File: src/rtl/seg7_scan_out_pkg.sv
// seg7_scan_out_pkg: segment patterns, key codes and scan states shared by the display path
package seg7_scan_out_pkg;
  localparam logic [7:0] SEG_0 = 8'hC0, SEG_1 = 8'hF9, SEG_2 = 8'hA4, SEG_3 = 8'hB0, SEG_4 = 8'h99;
  localparam logic [7:0] SEG_5 = 8'h92, SEG_6 = 8'h82, SEG_7 = 8'hF8, SEG_8 = 8'h80, SEG_9 = 8'h90;
  localparam logic [7:0] SEG_BLANK = 8'hFF;
  localparam logic [3:0] KEY_BS = 4'hA, KEY_CLR = 4'hB;
  typedef enum logic {SHOW, BLANK} scan_state_t;
endpackage

File: src/rtl/seg7_scan_out_dec.sv
// seg7_dec: digit + valid to active-low {dp,g,f,e,d,c,b,a}; invalid or non-decimal shows blank
module seg7_dec
  import seg7_scan_out_pkg::*;
(
  input  logic [3:0] i_digit,
  input  logic       i_valid,
  output logic [7:0] o_seg
);
  always_comb
    o_seg = !i_valid      ? SEG_BLANK :
            i_digit == 4'd0 ? SEG_0 : i_digit == 4'd1 ? SEG_1 : i_digit == 4'd2 ? SEG_2 :
            i_digit == 4'd3 ? SEG_3 : i_digit == 4'd4 ? SEG_4 : i_digit == 4'd5 ? SEG_5 :
            i_digit == 4'd6 ? SEG_6 : i_digit == 4'd7 ? SEG_7 : i_digit == 4'd8 ? SEG_8 :
            i_digit == 4'd9 ? SEG_9 : SEG_BLANK;
endmodule

File: src/rtl/seg7_scan_out.sv
// seg7_scan_out: key-digit buffer driving a multiplexed, blinkable 7-segment display
module seg7_scan_out
  import seg7_scan_out_pkg::*;
#(
  parameter int NDIG      = 4,
  parameter int BLANK_CYC = 2,
  parameter int BLINK_DIV = 8
) (
  input  logic            ck,
  input  logic            reset,
  input  logic            scan_tick,
  input  logic            blink_tick,
  input  logic            blink,
  input  logic            clr,
  input  logic [3:0]      keycode,
  input  logic            keyenbl,
  output logic [NDIG-1:0] digsel,
  output logic [7:0]      seg,
  output logic [3:0]      ndigits
);
  localparam int PW = $clog2(NDIG);
  localparam int BW = BLANK_CYC > 1 ? $clog2(BLANK_CYC) : 1;
  localparam int KW = BLINK_DIV > 1 ? $clog2(BLINK_DIV) : 1;
  logic [NDIG-1:0][3:0] r_dig;
  logic [NDIG-1:0]      r_val;
  logic [3:0]           r_cnt;
  logic                 w_push, w_bs, w_clr;
  scan_state_t          r_state, w_state;
  logic [PW-1:0]        r_ptr, w_ptr;
  logic [BW-1:0]        r_bcnt, w_bcnt;
  logic                 r_phase;
  logic [KW-1:0]        r_bk;
  logic [7:0]           w_seg, r_seg;
  logic [NDIG-1:0]      r_digsel;
  assign w_push = keyenbl && keycode <= 4'd9;
  assign w_bs   = keyenbl && keycode == KEY_BS && r_val[0];
  assign w_clr  = clr || (keyenbl && keycode == KEY_CLR);
  // slot 0 holds the newest digit; valid bits are always contiguous from slot 0
  always_ff @(posedge ck or posedge reset)
    if (reset) begin
      r_dig <= '0;
      r_val <= '0;
      r_cnt <= '0;
    end else if (w_clr) begin
      r_val <= '0;
      r_cnt <= '0;
    end else if (w_push) begin
      r_dig <= {r_dig[NDIG-2:0], keycode};
      r_val <= {r_val[NDIG-2:0], 1'b1};
      r_cnt <= r_cnt == 4'(NDIG) ? r_cnt : r_cnt + 4'd1;
    end else if (w_bs) begin
      r_dig <= {4'h0, r_dig[NDIG-1:1]};
      r_val <= {1'b0, r_val[NDIG-1:1]};
      r_cnt <= r_cnt - 4'd1;
    end
  always_ff @(posedge ck or posedge reset)
    if (reset) begin
      r_state <= SHOW;
      r_ptr   <= '0;
      r_bcnt  <= '0;
    end else begin
      r_state <= w_state;
      r_ptr   <= w_ptr;
      r_bcnt  <= w_bcnt;
    end
  always_comb begin
    w_state = r_state;
    w_ptr   = r_ptr;
    w_bcnt  = r_bcnt;
    if (r_state == SHOW && scan_tick) begin
      w_state = BLANK;
      w_bcnt  = BW'(BLANK_CYC - 1);
    end else if (r_state == BLANK) begin
      w_bcnt  = r_bcnt - BW'(1);
      w_state = r_bcnt == '0 ? SHOW : BLANK;
      w_ptr   = r_bcnt != '0 ? r_ptr : r_ptr == PW'(NDIG - 1) ? '0 : r_ptr + PW'(1);
    end
  end
  always_ff @(posedge ck or posedge reset)
    if (reset) begin
      r_phase <= 1'b1;
      r_bk    <= '0;
    end else if (!blink) begin
      r_phase <= 1'b1;
      r_bk    <= '0;
    end else if (blink_tick) begin
      r_phase <= r_bk == KW'(BLINK_DIV - 1) ? ~r_phase : r_phase;
      r_bk    <= r_bk == KW'(BLINK_DIV - 1) ? '0 : r_bk + KW'(1);
    end
  seg7_dec u_dec (
    .i_digit(r_dig[r_ptr]),
    .i_valid(r_val[r_ptr]),
    .o_seg  (w_seg)
  );
  // dropping blink forces the display on at the very next edge, ahead of the phase register
  always_ff @(posedge ck or posedge reset)
    if (reset) begin
      r_digsel <= '1;
      r_seg    <= SEG_BLANK;
    end else begin
      r_digsel <= (r_state == SHOW && (r_phase || !blink)) ? ~(NDIG'(1) << r_ptr) : '1;
      r_seg    <= r_state == SHOW ? w_seg : SEG_BLANK;
    end
  assign digsel  = r_digsel;
  assign seg     = r_seg;
  assign ndigits = r_cnt;
endmodule

File: config.mk
export PLATFORM = sky130hd
export DESIGN_NAME = seg7_scan_out
export DESIGN_NICKNAME = d
export VERILOG_FILES = /design/src/rtl/seg7_scan_out_pkg.sv /design/src/rtl/seg7_scan_out_dec.sv /design/src/rtl/seg7_scan_out.sv
export SDC_FILE = /design/constraint.sdc
export NUM_CORES = 1
export LEC_CHECK = 0
export BUFFER_PORTS_ARGS = -buffer_cell sky130_fd_sc_hd__buf_2
export CAP_MARGIN = 30
export CORE_UTILIZATION = 62
export CTS_CLUSTER_DIAMETER = 30
export DETAILED_ROUTE_END_ITERATION = 8
export HOLD_SLACK_MARGIN = 0.15
export PLACE_DENSITY_LB_ADDON = 0.12
export SYNTH_ARGS = -nofsm -noshare
export SYNTH_HDL_FRONTEND = slang
export SYNTH_SLANG_ARGS = --single-unit
File: constraint.sdc
create_clock -name ck -period 3.9 [get_ports ck]
set_input_delay 0 -clock ck [delete_from_list [all_inputs] [get_ports ck]]
set_output_delay 0 -clock ck [all_outputs]
set_load 0.02 [all_outputs]
---- Yosys cells after proc, flatten, opt, wreduce, memory -nomap -nowiden ----
Cells that the tools add are included.
word-level totals
  register bits after elaboration ......... 44
  bits of input ports ..................... 11
  output and inout bits ................... 16
  word-level logic and storage cells ...... 99
operators by class
  add/sub/neg operators ................... 5
  magnitude comparators ................... 2
  equal/unequal tests ..................... 17
  shifts and indexed selects .............. 1
  multiplexer cells ....................... 38
  bitwise logic cells ..................... 6
  reductions and logical operators ........ 17
operator list
  kind                                                                           count
  8-bit 2-to-1 mux                                                               11
  4-bit 2-to-1 mux                                                               9
  16-bit 2-to-1 mux                                                              2
  4-bit by 3-bit equality test with 1-bit output (second input constant)         5
  4-bit equality test (second input constant)                                    4
  1-bit 2-to-1 mux                                                               9
  3-bit 2-to-1 mux                                                               3
  4-bit binary-select mux with 2-bit select                                      1
  4-bit by 2-bit equality test with 1-bit output (second input constant)         2
  7-bit 2-to-1 mux                                                               1
  1-bit logical AND                                                              6
  2-bit AND reduction                                                            3
  1-bit NOT                                                                      5
  4-bit by 1-bit adder with 4-bit output (second input constant)                 1
  4-bit by 1-bit equality test with 1-bit output (second input constant)         1
  4-bit less-or-equal comparator (second input constant)                         1
  4-bit zero test                                                                1
  4-bit NOT                                                                      1
  2-bit nonzero test                                                             2
  1-bit by 2-bit left shift with 4-bit output (first input constant)             1
  4-bit by 1-bit subtractor with 4-bit output (second input constant)            1
  3-bit by 1-bit adder with 3-bit output (second input constant)                 1
  3-bit equality test (second input constant)                                    1
  2-bit by 3-bit less-than comparator with 1-bit output (second input constant)  1
  other kinds (12)                                                               13

---- Depth between registers and ports, before layout ----
  depth after elaboration ................. 15
  depth in mapped cells ................... 10
  mapped depth without buffers ............ 9

---- By module ----
Synthesis repeated with hierarchy kept, for this count alone.
unflattened totals
  cells, all modules ...................... 221
  area total of the unflattened synthesis .. 2371.0 um^2
modules (own cells, without submodules)
  module         instances  cells an instance  area an instance (um^2)  sequential area each (um^2)
  seg7_scan_out  1          189                2158.3                   1117.3
  seg7_dec       1          32                 212.7                    0.0

---- Worst setup path after synthesis ----
OpenSTA, ideal clock, no wires.
  path type ............................... input-to-reg
  from .................................... in keycode[1]
  to ...................................... reg r_cnt[3], in the netlist ndigits[3]
  library setup time ...................... 0.099 ns
  arrival time ............................ 1.670 ns
  data required time ...................... 3.801 ns
  path slack .............................. 2.131 ns
  cell stages on the path ................. 10
  buffers on the path ..................... 1
  path through ............................ o21ai_1 and2_1 buf_2 inv_2 ha_1 a21o_1 a21oi_1 mux2i_1 a21oi_1 a311oi_1
on the way
  cells in the longest elaborated chain, start to end .. 5
  elaborated cells on any way between the ends .. 13
  classes of those cells .................. order compare: 1; eq/ne: 3; mux: 2; reduce/logical: 7
RTL lines
  what                                                                    RTL line             source
  start, declared                                                         seg7_scan_out.sv:15  input logic [3:0] keycode,
  branches (longest 5 deep; another with 4-bit less-or-equal comparator)  n/a
  end signal, assigned                                                    seg7_scan_out.sv:50  r_cnt <= r_cnt == 4'(NDIG) ? r_cnt : r_cnt + 4'd1;
  end signal, assigned                                                    seg7_scan_out.sv:54  r_cnt <= r_cnt - 4'd1;
  end, declared                                                           seg7_scan_out.sv:26  logic [3:0] r_cnt;
Several ways; the timed one is not identified.
A chain may end at the register's enable or synchronous reset.

---- Final worst setup path ----
  from .................................... in keycode[2]
  to ...................................... reg r_cnt[3], in the netlist ndigits[3]
The elaborated chain is that of the path after synthesis.

==> impl_metrics.toml <==
[run_status]
outcome = "finished clean"

[synthesis]
synth_top_family_by_area = "compound AO/OA/AOI/OAI gates"
syn-mean-instance-area_um2 = 10.8
yosysSeqAreaShare_pct = 48.6
ys_types = 47
synth-seq-cells = 43
synth-async-reset-ratio_pct = 100
synth.yosys.warnings = 0
syn_inst = 208
synthMuxAreaShare_pct = 13.8
synth-xor-area-share_pct = 0.780
synth_compound_gate_area_share_pct = 14.5
syn_area_mm2 = 0.00225
postSynthNetCount = 228
yosys.area_share.simple_pct = 13.2
synth_edf_count = 0
most_used_flip_flop_cell_after_synthesis = "sky130_fd_sc_hd__dfrtp_1"
synthAdderAreaFrac_pct = 5.35

[timing]
fin_ws_ps = 1100
final-setup-viol-count = 0
period_minus_slack_ps = 2800
totalNegativeSetupSlack_ps = 0
timing_worst_slew_pin_value_ps = 984
skew_ps = 12.6
clock.fmax_mhz = 357
final_max_slew_viol_count = 0
final-hold-violation-count = 0
slew_headroom_pct = 34.2
final.hold.worst_slack_ps = 221
final_min_period_over_clock_period_pct = 71.7
rsz_0062_raised_after_global_routing = "false"

[power]
sw_frac_of_total_pct = 34.3
leak_nw = 1.17
internal_power_mw = 0.889
fin_total_pwr_mw = 1.35
ir_worst_vdd_uv = 202
seq_power_share_pct = 47.3
p_comb_share_pct = 30.8
p_switching_mw = 0.463
clock_power_share_pct = 21.9
power_per_cell_area_mw_per_mm2 = 524

[placed_design]
placement.setup.worst_slack_ps = 1290
gp_congestion = 0.806
placed_area_mm2 = 0.00238
number_of_placed_instances_taps_included = 270
detailed_place_hpwl_mm = 2.96
port-buffer-count = 25

[cells_and_area]
fraction_of_final_layout_cells_sized_beyond_drive_strength_1_pct = 23.9
layout.cells.most_common = "sky130_fd_sc_hd__dfrtp_1"
final_cell_mix = "31 x sky130_fd_sc_hd__dfrtp_1, 26 x sky130_fd_sc_hd__nand2_1, 25 x sky130_fd_sc_hd__buf_2"
finalCoreUtilization_pct = 75.5
stdcell_count = 289
flow.area_growth_from_synthesis_pct = 14.8
diodes = 0
final_nets = 262
fin_area_mm2 = 0.00258

[clock_network]
cts-htree-levels = 2
tritoncts = "built"
total_clock_buffers_created_by_cts = 5
clk_pin_slew_ps = 120
cts_root_buffer = "sky130_fd_sc_hd__clkbuf_4"
postCtsSetupRepairBufs = 0
worst_skew_pair.late_latency_ps = 360
cts.sink_count = 43
ctsLongestPathBuffers = 2

[routing]
vias = 1701
routed_wl_mm = 4.47
post_detailed_route_drc_marker_count = 0
route.detailed.wl_per_inst_um = 15.5
drtIter0Drc = 80
drtPass1Iterations = 4
postRouteAntennaNets = 0
vias_per_cell = 5.89

[setup_path]
worst_r2r_path_depth = 5
worst-endpoint-arrival_ps = 3060
startpoint_type = "primary input"
slack_of_the_worst_reg_to_reg_path_ps = 1570
worst_endpoint_required_time_ps = 4160
endpoint_kind = "flip-flop"
timing_worst_setup_path_type = "in2reg"
regToRegEndpoint = "r_dig[1]"
regToRegStartpoint = "r_val[0]"
crit_path_max_fanout = 13
crit_start = "keycode[2]"
crit_end = "ndigits[3]"

[floorplan]
die_h_um = 62.2
row_count = 21
placeableCoreArea_mm2 = 0.00342
chipWidth_um = 62.2
ios = 27
initial_utilization_pct = 65.8
design.die.area_mm2 = 0.00387

[global_routing]
grt_first_pass_wirelength_mm = 7.78
globalRouteTotalUtil_pct = 25.9
largest_net_degree_at_the_start_of_global_routing = 44
via_count_of_the_first_global_routing_pass = 1701
antenna_found_initial = 0
total_congestion_overflow = 0

[min_path]
timing.hold.worst.class = "in2reg"

[job]
maxCapViolations = 0
==> worst min-delay path by stage <==
stage | start | end | slack, ps | cells after the start
2_1_floorplan | blink | r_phase | 70 | 1
3_3_place_gp | reset | r_bk[0] | 150 | 3
3_5_place_dp | reset | r_bcnt | 150 | 3
4_1_cts | keycode[3] | r_val[3] | 200 | 5
5_1_grt | keycode[3] | r_val[3] | 240 | 5
6_report | keycode[3] | r_val[3] | 220 | 5
==> metal layers <==
layer / vias up / share of wire, % / GRT usage, %
met4: 0 / 1.6 / 9.30
met5: - / 0 / 0
met1: 826 / 42 / 30.9
met3: 9 / 5.0 / 5.15
met2: 62 / 51 / 46.4
li1: 804 / - / -
==> kinds of logic after synthesis <==
kind of cell | count (synthesis)
mux | 24
other cells | 1
fa+ha+maj | 9
xor+xnor | 2
compound gates | 51
buf+inv | 17
simple gates | 61
flops | 43
==> final cells by class <==
class / count / area (um2)
Clock inverter: 2 / 35.0
Multi-Input combinational cell: 148 / 1070
Fill cell: 247 / 837
Timing Repair Buffer: 37 / 243
Sequential cell: 43 / 1090
Tap cell: 46 / 57.6
Clock buffer: 6 / 51.3
Inverter: 7 / 26.3
==> power groups by stage <==
| stage | clock network (mW) | registers (mW) | logic, mW |
|---|---|---|---|
| after floorplan | 0 | 0.653 | 0.299 |
| after global placement | 0 | 0.641 | 0.383 |
| after detailed placement | 0 | 0.647 | 0.400 |
| after CTS | 0.302 | 0.640 | 0.413 |
| after global routing | 0.316 | 0.656 | 0.459 |
| final | 0.297 | 0.640 | 0.416 |
==> flip-flops by register name (all words and copies together), names as in the netlist <==
name and cells:
r_state 1, r_dig 16, r_val 4, digsel 4
r_bcnt 1, ndigits 4, r_ptr 2, r_bk 3
seg 7, r_phase 1
==> Yosys cell counts (5+ instances only) <==
cell type                 count  area (um2)
sky130_fd_sc_hd__nor2_1      15        56.3
sky130_fd_sc_hd__ha_1         8         100
sky130_fd_sc_hd__nor2b_1      7        43.8
sky130_fd_sc_hd__a21oi_1     11        55.1
sky130_fd_sc_hd__o21ai_0     14        70.1
sky130_fd_sc_hd__dfrtp_1     31         776
sky130_fd_sc_hd__mux2i_1     16         160
sky130_fd_sc_hd__dfstp_2     12         315
sky130_fd_sc_hd__o21ai_1      5        25.0
sky130_fd_sc_hd__inv_1        6        22.5
sky130_fd_sc_hd__nand2_1     26        97.6
==> critical path, cell delays in order <==
cell                            delay, ps
sky130_fd_sc_hd__dlygate4sd3_1        530
sky130_fd_sc_hd__buf_2                150
sky130_fd_sc_hd__o21ai_1              210
sky130_fd_sc_hd__and2_1               550
sky130_fd_sc_hd__inv_2                270
sky130_fd_sc_hd__ha_1                 340
sky130_fd_sc_hd__a21o_1               150
sky130_fd_sc_hd__a21oi_1              250
sky130_fd_sc_hd__mux2i_1              230
sky130_fd_sc_hd__a21oi_1              100
sky130_fd_sc_hd__a311oi_1             290
==> repair_timing <==
item                                    CTS  global route
hold endpoints to repair                 64             0
endpoints found under the setup margin    0             0
gates resized for setup                   0             0
hold buffers                             11             0
(Power assumes the default switching activity.)
